## src/rtl/kernel_launch_queue.sv

```systemverilog
// kernel_launch_queue: host-side launch controller in front of the block dispatcher.
// Buffers thread-count descriptors in a small FIFO and runs them one at a time
// (reset dispatcher, pulse start, wait for done). Optional per-kernel cycle
// counter is built when KLQ_CYCLE_COUNT_EN is defined; otherwise
// last_kernel_cycles reads as zero.
`timescale 1ns/1ps

module kernel_launch_queue #(
    parameter int DEPTH             = 4,
    parameter int THREAD_COUNT_BITS = 8,
    parameter int COUNT_BITS        = 8
) (
    input  logic                          clk,
    input  logic                          reset,
    input  logic                          wr_valid,
    input  logic [THREAD_COUNT_BITS-1:0]  wr_thread_count,
    output logic                          wr_ready,
    input  logic                          abort,
    output logic                          dispatch_reset,
    output logic                          dispatch_start,
    output logic [THREAD_COUNT_BITS-1:0]  dispatch_thread_count,
    input  logic                          dispatch_done,
    output logic                          busy,
    output logic [$clog2(DEPTH):0]        queue_level,
    output logic [COUNT_BITS-1:0]         launches_done,
    output logic [31:0]                   last_kernel_cycles
);

    localparam int AW = $clog2(DEPTH);
    localparam int LW = AW + 1;

    localparam logic [1:0] S_IDLE  = 2'd0;
    localparam logic [1:0] S_RST   = 2'd1;
    localparam logic [1:0] S_START = 2'd2;
    localparam logic [1:0] S_RUN   = 2'd3;

    logic [THREAD_COUNT_BITS-1:0] mem_q [DEPTH];

    logic [1:0]                   state_q, state_d;
    logic [AW-1:0]                wr_ptr_q, wr_ptr_d;
    logic [AW-1:0]                rd_ptr_q, rd_ptr_d;
    logic [LW-1:0]                count_q, count_d;
    logic                         disp_rst_q, disp_rst_d;
    logic                         disp_start_q, disp_start_d;
    logic [THREAD_COUNT_BITS-1:0] disp_tc_q, disp_tc_d;
    logic                         busy_q, busy_d;
    logic [COUNT_BITS-1:0]        done_cnt_q, done_cnt_d;

    logic                         push;
    logic                         pop;
    logic [THREAD_COUNT_BITS-1:0] head;

    assign wr_ready = (count_q != LW'(DEPTH));
    assign push     = wr_valid && wr_ready && !abort;
    assign head     = mem_q[rd_ptr_q];

    assign dispatch_reset        = disp_rst_q;
    assign dispatch_start        = disp_start_q;
    assign dispatch_thread_count = disp_tc_q;
    assign busy                  = busy_q;
    assign queue_level           = count_q;
    assign launches_done         = done_cnt_q;

    // Descriptor storage; written on every accepted host transfer.
    always_ff @(posedge clk) begin
        if (push) begin
            mem_q[wr_ptr_q] <= wr_thread_count;
        end
    end

    // Launch FSM, FIFO bookkeeping and registered output next-state.
    always_comb begin
        state_d      = state_q;
        wr_ptr_d     = wr_ptr_q;
        rd_ptr_d     = rd_ptr_q;
        count_d      = count_q;
        disp_tc_d    = disp_tc_q;
        done_cnt_d   = done_cnt_q;
        disp_rst_d   = 1'b0;
        disp_start_d = 1'b0;
        busy_d       = 1'b0;
        pop          = 1'b0;

        if (abort) begin
            wr_ptr_d   = '0;
            rd_ptr_d   = '0;
            count_d    = '0;
            state_d    = S_IDLE;
            disp_rst_d = (state_q != S_IDLE);
        end else begin
            case (state_q)
                S_IDLE: begin
                    if (count_q != '0) begin
                        pop = 1'b1;
                        if (head != '0) begin
                            disp_tc_d = head;
                            state_d   = S_RST;
                        end else begin
                            // Zero-thread kernels retire without touching the dispatcher.
                            done_cnt_d = done_cnt_q + COUNT_BITS'(1);
                        end
                    end
                end
                S_RST:   state_d = S_START;
                S_START: state_d = S_RUN;
                default: begin
                    if (dispatch_done) begin
                        done_cnt_d = done_cnt_q + COUNT_BITS'(1);
                        state_d    = S_IDLE;
                    end
                end
            endcase

            if (push) wr_ptr_d = wr_ptr_q + AW'(1);
            if (pop)  rd_ptr_d = rd_ptr_q + AW'(1);
            case ({push, pop})
                2'b10:   count_d = count_q + LW'(1);
                2'b01:   count_d = count_q - LW'(1);
                default: count_d = count_q;
            endcase

            // Outputs are registered from the next state so they line up with it.
            disp_rst_d   = (state_d == S_RST);
            disp_start_d = (state_d == S_START);
            busy_d       = (state_d != S_IDLE);
        end
    end

    // State and output registers; dispatcher held in reset while reset is high.
    always_ff @(posedge clk or posedge reset) begin
        if (reset) begin
            state_q      <= S_IDLE;
            wr_ptr_q     <= '0;
            rd_ptr_q     <= '0;
            count_q      <= '0;
            disp_rst_q   <= 1'b1;
            disp_start_q <= 1'b0;
            disp_tc_q    <= '0;
            busy_q       <= 1'b0;
            done_cnt_q   <= '0;
        end else begin
            state_q      <= state_d;
            wr_ptr_q     <= wr_ptr_d;
            rd_ptr_q     <= rd_ptr_d;
            count_q      <= count_d;
            disp_rst_q   <= disp_rst_d;
            disp_start_q <= disp_start_d;
            disp_tc_q    <= disp_tc_d;
            busy_q       <= busy_d;
            done_cnt_q   <= done_cnt_d;
        end
    end

`ifdef KLQ_CYCLE_COUNT_EN
    logic [31:0] cyc_q, cyc_d;
    logic [31:0] last_q, last_d;
    logic [31:0] cyc_inc;

    assign cyc_inc            = (cyc_q == '1) ? cyc_q : cyc_q + 32'd1;
    assign last_kernel_cycles = last_q;

    // Kernel cycle counter: START loads 1, each RUN cycle adds one (saturating);
    // the value including the done cycle is captured on completion.
    always_comb begin
        cyc_d  = cyc_q;
        last_d = last_q;
        if (abort) begin
            cyc_d = '0;
        end else if (state_q == S_START) begin
            cyc_d = 32'd1;
        end else if (state_q == S_RUN) begin
            if (dispatch_done) begin
                last_d = cyc_inc;
            end else begin
                cyc_d = cyc_inc;
            end
        end
    end

    // Cycle counter registers.
    always_ff @(posedge clk or posedge reset) begin
        if (reset) begin
            cyc_q  <= '0;
            last_q <= '0;
        end else begin
            cyc_q  <= cyc_d;
            last_q <= last_d;
        end
    end
`else
    assign last_kernel_cycles = '0;
`endif

endmodule

```

## config.mk

```make
export PLATFORM = sky130hd
export DESIGN_NAME = kernel_launch_queue
export DESIGN_NICKNAME = d
export VERILOG_FILES = /design/src/rtl/kernel_launch_queue.sv
export SDC_FILE = /design/constraint.sdc
export NUM_CORES = 1
export LEC_CHECK = 0
export CAP_MARGIN = 10
export CORE_UTILIZATION = 45
export CTS_CLUSTER_SIZE = 20
export DETAILED_ROUTE_END_ITERATION = 16
export PLACE_DENSITY = 0.76
export SLEW_MARGIN = 20
export SYNTH_ARGS = -nofsm -noshare
export SYNTH_HDL_FRONTEND = slang
export SYNTH_SLANG_ARGS = --single-unit
```

## constraint.sdc

```tcl
create_clock -name clk -period 2.3 [get_ports clk]
set_input_delay 0.46 -clock clk [delete_from_list [all_inputs] [get_ports clk]]
set_output_delay 0.46 -clock clk [all_outputs]
set_load 0.01 [all_outputs]
```

==> metrics, run 1 <==
synthesized instance count=slightly above 200; Max Clock Freq=~440 MHz; Post-Syn Area=0.00292 sq mm; remaining global-route overflow=0; status=finished clean; antenna violations before repair=0; post-synthesis async set-or-reset flop share=a little under half; data required time of the worst path=2.51 ns; standard-cell rows=28; number of filler cells placed in the layout=a little under 500; endpoint class of the critical path=flop; predominant post-synthesis flop cell=edfxtp_1; # setup viols final=0; area share of the largest cell type after synthesis=around 33%; worst setup margin=between 0.03 and 0.04 ns; first-pass GRT wire length=about 7700 um; post-route setup TNS=0 ns; detailed-route vias per instance=4.87; final core area utilization=58.3%; number of global-route vias before repair=between 1500 and 2000; worst hold-check path type=reg2reg; post-synth cell types=38; endpoints failing hold=0; drt initial violations=80; # nets final=282; synthesized flop and latch total=60; average footprint of a synthesized cell=approximately 14 sq um; number of vias in the routed layout=1656; core outline area=between 0.006 and 0.007 sq mm; area growth from synthesis to layout=21.7%; most area-hungry cell type in the Yosys netlist=edfxtp_1; dpl hpwl=between 3000 and 4000 um; antenna viol nets, final=0; overall track demand over capacity in global routing=16.1%; post-layout minimum cycle time=roughly 2.3 ns; initial standard-cell utilization of the core=47.9%; antenna diode instance count=0; number of cells in the finished layout apart from fillers=340; post-route DRC violation count=0; TritonCTS buffer count=9; sequential area share after synthesis=between 50 and 60%; RD Place Congestion=0.786; static leakage=about 1.5 nW; buffer cell driving the clock tree root=clkbuf_8; clock transition at the register clock pins on the worst setup and hold paths after CTS=0.06 ns; number of levels in the clock H-tree=3; nature of the critical path startpoint=flop; die area=0.00682 sq mm; I/O pin cnt=around 70; fraction of layout cells with a size suffix above 1=a little over a fifth; width of the chip=around 83 um; die height=82.6 um; arrival time at the worst endpoint=~2.5 ns; number of warnings reported in the yosys synthesis log=0; Post-synth EDFFs=32; Setup CP Type=reg2reg; CTS max path bufs=2; number of search-and-repair iterations in the first detailed-routing pass=4; pin count of the biggest net entering global routing=29; top cells by instance count after synthesis=buf_4 (32), edfxtp_1 (32), dfrtp_1 (27); hold slack=about 0.47 ns; worst-case setup slack after placement=around 0.0019 ns; cell count after placement=321; VDD IR-drop max=just under 0.5 mV; number of hold buffers added after CTS=0; Layout Skew=~0.0063 ns; count of port buffers added during placement=35; clock tree from TritonCTS=yes; Final period util=around 100%; setup repair after global routing missed its margin=true; number of max-slew violations in the final report=0; Clock Sink Count=60; WL final=around 5000 um; clock latency of the later-clocked register in the worst-skew pair=between 0.3 and 0.4 ns; ratio of total power to cell area=1140 mW/mm^2; total of max-cap violations=0; most area-consuming cells after synthesis=edfxtp_1 (33%), dfrtp_1 (23%), buf_4 (8.2%), mux4_2 (6.2%), mux2_4 (4.1%); largest driver fanout on the critical path=8; mean routed wirelength per cell=~14 um
==> cell families after synthesis <==
kind of cell	count (synthesis)	share of synthesized area (%)
flops	60	56.9
buf+inv	47	10.7
simple gates	46	10.2
mux	18	11.0
xor+xnor	13	3.90
compound gates	12	3.08
fa+ha+maj	9	4.11
other cells	1	0.128
==> critical path: stages, from the launching register on <==
cell	delay (ns)
dfrtp_1	0.41
buf_6	0.14
mux4_2	0.54
nor4_4	0.36
nand2_1	0.12
and3_4	0.26
mux2_4	0.31
==> power by group <==
part           internal, W  switching [W]  total [W]
sequential         0.00136       0.000171    0.00153
combinational     0.000893       0.000727    0.00162
clock             0.000494       0.000408   0.000902
total              0.00275        0.00131    0.00405
==> placed cells by master, fill, tap and decap left out, types with 2 or more instances in the layout <==
master	n
nor2_1	15
dfrtp_1	27
mux2_4	9
nor2b_1	3
a21oi_1	2
clkinv_1	2
nor4_4	4
buf_4	13
clkinvlp_4	2
o31ai_1	2
clkdlybuf4s50_1	35
conb_1	32
and2_1	5
ha_1	8
edfxtp_1	32
nand2_1	6
mux4_2	8
nor4_2	2
inv_1	8
xor2_1	8
buf_6	2
nand3_1	4
clkbuf_8	9
o22ai_1	2
xnor2_1	5
==> metrics by stage <==
| step | total power [W] | cell area [sq um] |
|---|---|---|
| 3_5_place_dp | 0.00311 | 3310 |
| 2_1_floorplan | 0.00257 | 3040 |
| 3_3_place_gp | 0.00307 | 3310 |
| 6_report | 0.00405 | 3550 |
| 5_1_grt | 0.00430 | 3550 |
| 4_1_cts | 0.00403 | 3510 |
==> sequential cells by signal, indices dropped and copies added (netlist names) <==
name	cells
state_q	2
mem_q	32
wr_ptr_q	2
dispatch_thread_count	8
busy	1
dispatch_reset	1
dispatch_start	1
rd_ptr_q	2
launches_done	8
queue_level	3
==> final cells by class <==
cell class,instances,area (sq um),area share (%)
sequential,60,1660,46.8
timing repair buffer,51,490,13.8
inverter,8,30.0,0.845
multi-input combinational,130,1090,30.6
clock inverter,7,66.3,1.87
clock buffer,9,124,3.48
tap,75,93.8,2.64
==> path summary, 6_finish.rpt <==
kind / end / from / cells past startpoint / slack [ns]
worst max register to register: dispatch_thread_count[5] / rd_ptr_q[0] / 6 / 0.04
worst min-delay path: launches_done[7] / launches_done[7] / 1 / 0.47
worst max-delay path: dispatch_thread_count[5] / rd_ptr_q[0] / 6 / 0.04
max in group asynchronous: dispatch_reset / reset / 3 / 1.49
worst min register to register: launches_done[7] / launches_done[7] / 1 / 0.47
min in group asynchronous: dispatch_thread_count[2] / reset / 3 / 0.49
==> per-layer routing <==
metal	share of wire (%)	GRT usage (%)	wire length, um
met2	49	25.5	2400
met4	2.3	9.83	114
met5	0	0	0
met3	3.6	3.41	174
met1	45	20.4	2180
==> timing repair <==
action,CTS,global route
endpoints found under the setup margin,2,6
buffers inserted,1,2
pin swaps,1,6
gates resized for setup,1,6
Power figures use the tool's default switching activity.
==> inputs of run 2 (changes only) <==
CORE_MARGIN = 4   (was default)
==> metrics, run 2 (synthesis gave the netlist of run 1 again) <==
number of levels in the clock H-tree=3; critical path's top delay family=multiplexers; hold slack=roughly 0.47 ns; number of global-route vias before repair=around 1600; DP Area=0.00331 sq mm; number of cells in the finished layout apart from fillers=approximately 340; cell-by-cell trace of the critical path=buf_6 > mux4_2 > nor4_4 > a32oi_2 > nor3_2 > mux2_1; leading cell types in the layout, fill and taps excluded=clkdlybuf4s50_1 (34), conb_1 (32), edfxtp_1 (32); number of max-slew violations in the final report=0; Final period util=between 90% and 100%; Hold Crit Endpoint=launches_done[7]; nature of the critical path startpoint=flop; number of cells on the worst reg-to-reg path=6; global routing's busiest layer=met2; area growth from synthesis to layout=22.1%; # setup viols final=0; number of vias in the routed layout=1635; I/O pin cnt=68; remaining global-route overflow=0; Layout Cell Area excl Fill=0.00357 sq mm; total of max-cap violations=0; hold path cells=1; endpoints failing hold=0; total internal power=approximately 0.0027 W; ratio of total power to cell area=around 1100 mW/mm^2; mean routed wirelength per cell=14.9 um; number of cells on the critical path=6; most common cell after layout, fill and taps aside=clkdlybuf4s50_1; buffer cell driving the clock tree root=clkbuf_8; met1 track demand over resource=about 16%; Setup CP Type=reg2reg; largest driver fanout on the critical path=4; switching part of the total=roughly a third; number of filler cells placed in the layout=between 500 and 600; terminus of the critical flop-to-flop path=launches_done[1]; post-route DRC violation count=0; setup repair after global routing missed its margin=true; worst hold-check path type=reg2reg; initial standard-cell utilization of the core=46.3%; Multi-input gate area=roughly 0.0011 sq mm; CTS max path bufs=2; antenna violations before repair=0; area taken by flip-flops and latches=0.00166 sq mm; data required time of the worst path=between 2 and 3 ns; net switching power figure=0.00132 W; antenna diode instance count=0; die height=between 80 and 90 um; Max Clock Freq=approximately 450 MHz; fraction of power consumed by combinational cells=39.7%; dpl hpwl=about 3700 um; clock transition at the register clock pins on the worst setup and hold paths after CTS=about 0.070 ns; overall track demand over capacity in global routing=14.2%; clock tree from TritonCTS=yes; fraction of layout cells with a size suffix above 1=between 20% and 30%; clock group share of total power=22.6%; first-pass GRT wire length=7880 um; most flop-heavy register=mem_q; drt initial violations=a little over 80; cell count after placement=~320; Clock Sink Count=60; die area=just under 0.008 sq mm; GR Util met2=a little under a quarter; sequential power share=a little under two fifths; clock latency of the later-clocked register in the worst-skew pair=between 0.3 and 0.4 ns; Layout Skew=0.00461 ns; # nets final=between 200 and 300; slowest cell on the critical path=mux4_2; VDD IR-drop max=a little over 0.6 mV; antenna viol nets, final=0; pin count of the biggest net entering global routing=29; endpoint class of the critical path=flop; TritonCTS buffer count=9; arrival time at the worst endpoint=~2.5 ns; standard-cell rows=29; R2R Path Start=rd_ptr_q[0]; buffer and inverter count on the worst path=1; number of search-and-repair iterations in the first detailed-routing pass=5; number of flip-flops under the largest register name=32; status=finished clean; WL final=a little over 5000 um; static leakage=1.46 nW; Global Route met3 Usage=5.59%; RD Place Congestion=between 0.8 and 0.9; hold path startpoint=launches_done[7]; Register-to-Register Setup Slack=0.06 ns; width of the chip=around 89 um; core outline area=about 0.0063 sq mm; post-layout minimum cycle time=2.24 ns; count of port buffers added during placement=35; Worst path max stage delay=roughly 0.54 ns; detailed-route vias per instance=between 4 and 5
==> run 2: power groups by stage <==
stage / sequential [W] / clock [W] / combinational (W)
2_1_floorplan: 0.00158 / 0 / 0.000982
3_3_place_gp: 0.00155 / 0 / 0.00152
3_5_place_dp: 0.00155 / 0 / 0.00158
4_1_cts: 0.00153 / 0.000933 / 0.00158
5_1_grt: 0.00156 / 0.000996 / 0.00175
6_report: 0.00153 / 0.000915 / 0.00161
==> run 2: what timing repair did <==
action / in CTS / in global routing
hold buffers: 0 / 0
pin swaps: 0 / 4
setup buffers: 0 / 3
resized for setup: 1 / 6
setup endpoints to repair: 1 / 16
==> run 2: layer usage <==
metal	share of wire, %	vias up	wire length (um)
met3	5.4	5	277
met2	52	48	2630
met5	0	-	0
met1	41	814	2110
met4	1.3	0	68
li1	-	768	-
==> run 2: worst max-delay path by stage <==
stage	to	start
5_1_grt	launches_done[4]	rd_ptr_q[0]
3_3_place_gp	queue_level[2]	wr_valid
2_1_floorplan	queue_level[2]	queue_level[2]
4_1_cts	launches_done[4]	rd_ptr_q[0]
6_report	launches_done[1]	rd_ptr_q[0]
3_5_place_dp	queue_level[2]	wr_valid
==> run 2: worst register-to-register path: cells and delay by family (launching register included) <==
family | cells | cell delay, ns
and+or+nand+nor | 2 | 0.53
muxes | 2 | 0.88
buffers and inverters | 1 | 0.14
AOI/OAI and AO/OA | 1 | 0.17
DFF | 1 | 0.41
==> run 2: area by class of cell <==
| type | instances | share of cell area, % |
|---|---|---|
| Timing Repair Buffer | 51 | 13.7 |
| Sequential cell | 60 | 46.6 |
| Inverter | 8 | 0.842 |
| Multi-Input combinational cell | 130 | 30.7 |
| Clock inverter | 6 | 1.82 |
| Tap cell | 77 | 2.70 |
| Clock buffer | 10 | 3.58 |
==> run 2: through the flow <==
step | total power, W | utilization (%) | worst slack [ns] | TNS (ns)
after floorplan | 0.00257 | - | 0.0509 | 0
after global placement | 0.00307 | 52.5 | 0.0556 | 0
after detailed placement | 0.00312 | 52.5 | -0.00730 | -0.00730
after CTS | 0.00404 | 55.5 | 0.0407 | 0
after global routing | 0.00431 | 56.5 | -0.0773 | -0.390
final | 0.00406 | 56.5 | 0.0611 | 0
==> inputs of run 3 (changes only) <==
CORE_MARGIN = default   (was 4)
RECOVER_POWER = 50   (was default)
==> metrics, run 3 (synthesis gave the netlist of run 1 again) <==
status=finished with violations; width of the chip=about 83 um; overall track demand over capacity in global routing=roughly 16%; hold path startpoint=launches_done[7]; Register-to-Register Setup Slack=0.04 ns; number of global-route vias before repair=about 1600; most flop-heavy register=mem_q; fraction of layout cells with a size suffix above 1=20.8%; terminus of the critical flop-to-flop path=dispatch_thread_count[5]; Final period util=between 90% and 100%; TritonCTS buffer count=9; endpoints failing hold=0; leading cell types in the layout, fill and taps excluded=conb_1 (32), edfxtp_1 (32), dfrtp_1 (27); arrival time at the worst endpoint=approximately 2.5 ns; Max-Slew Margin vs Limit=-3.31%; detailed-route vias per instance=4.86; number of levels in the clock H-tree=3; ratio of total power to cell area=1140 mW/mm^2; Clock Sink Count=60; pin count of the biggest net entering global routing=29; initial standard-cell utilization of the core=47.9%; die height=82.6 um; Setup CP Type=reg2reg; Layout Cell Area excl Fill=around 0.0035 sq mm; core outline area=around 0.006 sq mm; drt initial violations=slightly above 80; largest driver fanout on the critical path=8; dpl hpwl=~3500 um; setup repair after global routing missed its margin=true; clock tree from TritonCTS=yes; clock transition at the register clock pins on the worst setup and hold paths after CTS=about 0.060 ns; worst setup margin=approximately 0.039 ns; remaining global-route overflow=0; Critical Path Source=rd_ptr_q[0]; number of search-and-repair iterations in the first detailed-routing pass=4; data required time of the worst path=between 2 and 3 ns; number of flip-flops under the largest register name=32; worst hold-check path type=reg2reg; area taken by flip-flops and latches=0.00166 sq mm; VDD IR-drop max=0.492 mV; area growth from synthesis to layout=21.3%; hold path cells=1; buffer cell driving the clock tree root=clkbuf_8; violated checks=max-capacitance violations, max-slew violations; number of cells on the worst reg-to-reg path=6; antenna violations before repair=0; post-route DRC violation count=0; Layout Skew=around 0.0063 ns; total of max-cap violations=1; mean routed wirelength per cell=14.4 um; static leakage=between 1 and 1.5 nW; # nets final=~280; CTS max path bufs=2; antenna viol nets, final=0; clock latency of the later-clocked register in the worst-skew pair=0.33 ns; RD Place Congestion=~0.79; endpoint class of the critical path=flop; standard-cell rows=28; antenna diode instance count=0; number of max-slew violations in the final report=29; WL final=4890 um; nature of the critical path startpoint=flop; number of filler cells placed in the layout=a little under 500; Multi-input gate area=between 0.001 and 0.0015 sq mm; number of hold buffers added after CTS=0; DP Area=0.00331 sq mm; count of port buffers added during placement=35; post-layout minimum cycle time=about 2.3 ns; first-pass GRT wire length=between 7000 and 8000 um; number of vias in the routed layout=roughly 1700; Max Clock Freq=~440 MHz; Hold Crit Endpoint=launches_done[7]; I/O pin cnt=slightly below 70; # setup viols final=0; die area=between 0.006 and 0.007 sq mm; R2R Path Start=rd_ptr_q[0]; worst-case setup slack after placement=between 0.0015 and 0.002 ns; pin slew with the least headroom to its limit=about 1.5 ns
## run 3: cell count changes in the layout (fill, tap and decap cells not counted), moves of 2 or more
cell / previous run / this run
buf_4: 13 / 10
clkbuf_1: 1 / 3
clkdlybuf4s50_1: 34 / 24
clkinv_1: 0 / 2
clkinvlp_4: 4 / 2
dlygate4sd3_1: 0 / 11
## run 3: layout make-up
class | count | share of cell area (%)
repair buffers | 51 | 13.5
flip-flops and latches | 60 | 46.9
well taps | 75 | 2.65
inverters | 8 | 0.847
clock buffers | 9 | 3.50
multi-input cells | 130 | 30.7
clock inverters | 7 | 1.87
## run 3: per-layer routing
layer,GRT usage [%],wire [um]
met2,25.5,2420
met5,0,0
met4,9.83,109
met1,20.4,2190
met3,3.41,169
## run 3: power by group
group | leakage, nW | switching [W] | total [W] | internal, W
clock | 0.0907 | 0.000408 | 0.000902 | 0.000494
sequential | 0.642 | 0.000171 | 0.00153 | 0.00136
combinational | 0.722 | 0.000728 | 0.00160 | 0.000867
## run 3: critical path: stages, from the launching register on
cell	delay, ns
dfrtp_1	0.41
buf_6	0.14
mux4_2	0.54
nor4_4	0.36
nand2_1	0.12
and3_4	0.26
mux2_4	0.31
## run 3: timing repair
action                     CTS  global route
setup endpoints to repair    2             6
resized for setup            1             6
buffers inserted             1             2
pin swaps                    1             6
## run 3: through the flow
step	hold slack [ns]	power (W)	TNS, ns	util, %	instances
global route	0.482	0.00427	-0.0235	58.1	340
detailed placement	0.462	0.00311	0	54.3	321
global placement	0.458	0.00307	0	54.3	321
CTS	0.471	0.00403	-0.00181	57.6	338
finish	0.470	0.00403	0	58.1	340
floorplan	0.504	0.00257	0	-	237
## run 3: worst max path at each step
stage               cells after the start                        to  slack (ns)
floorplan                              10            queue_level[2]        0.05
global placement                        9            queue_level[2]        0.05
detailed placement                      7          launches_done[6]       0.002
CTS                                     7          launches_done[6]      -0.002
global route                            7          launches_done[4]       -0.01
finish                                  6  dispatch_thread_count[5]        0.04
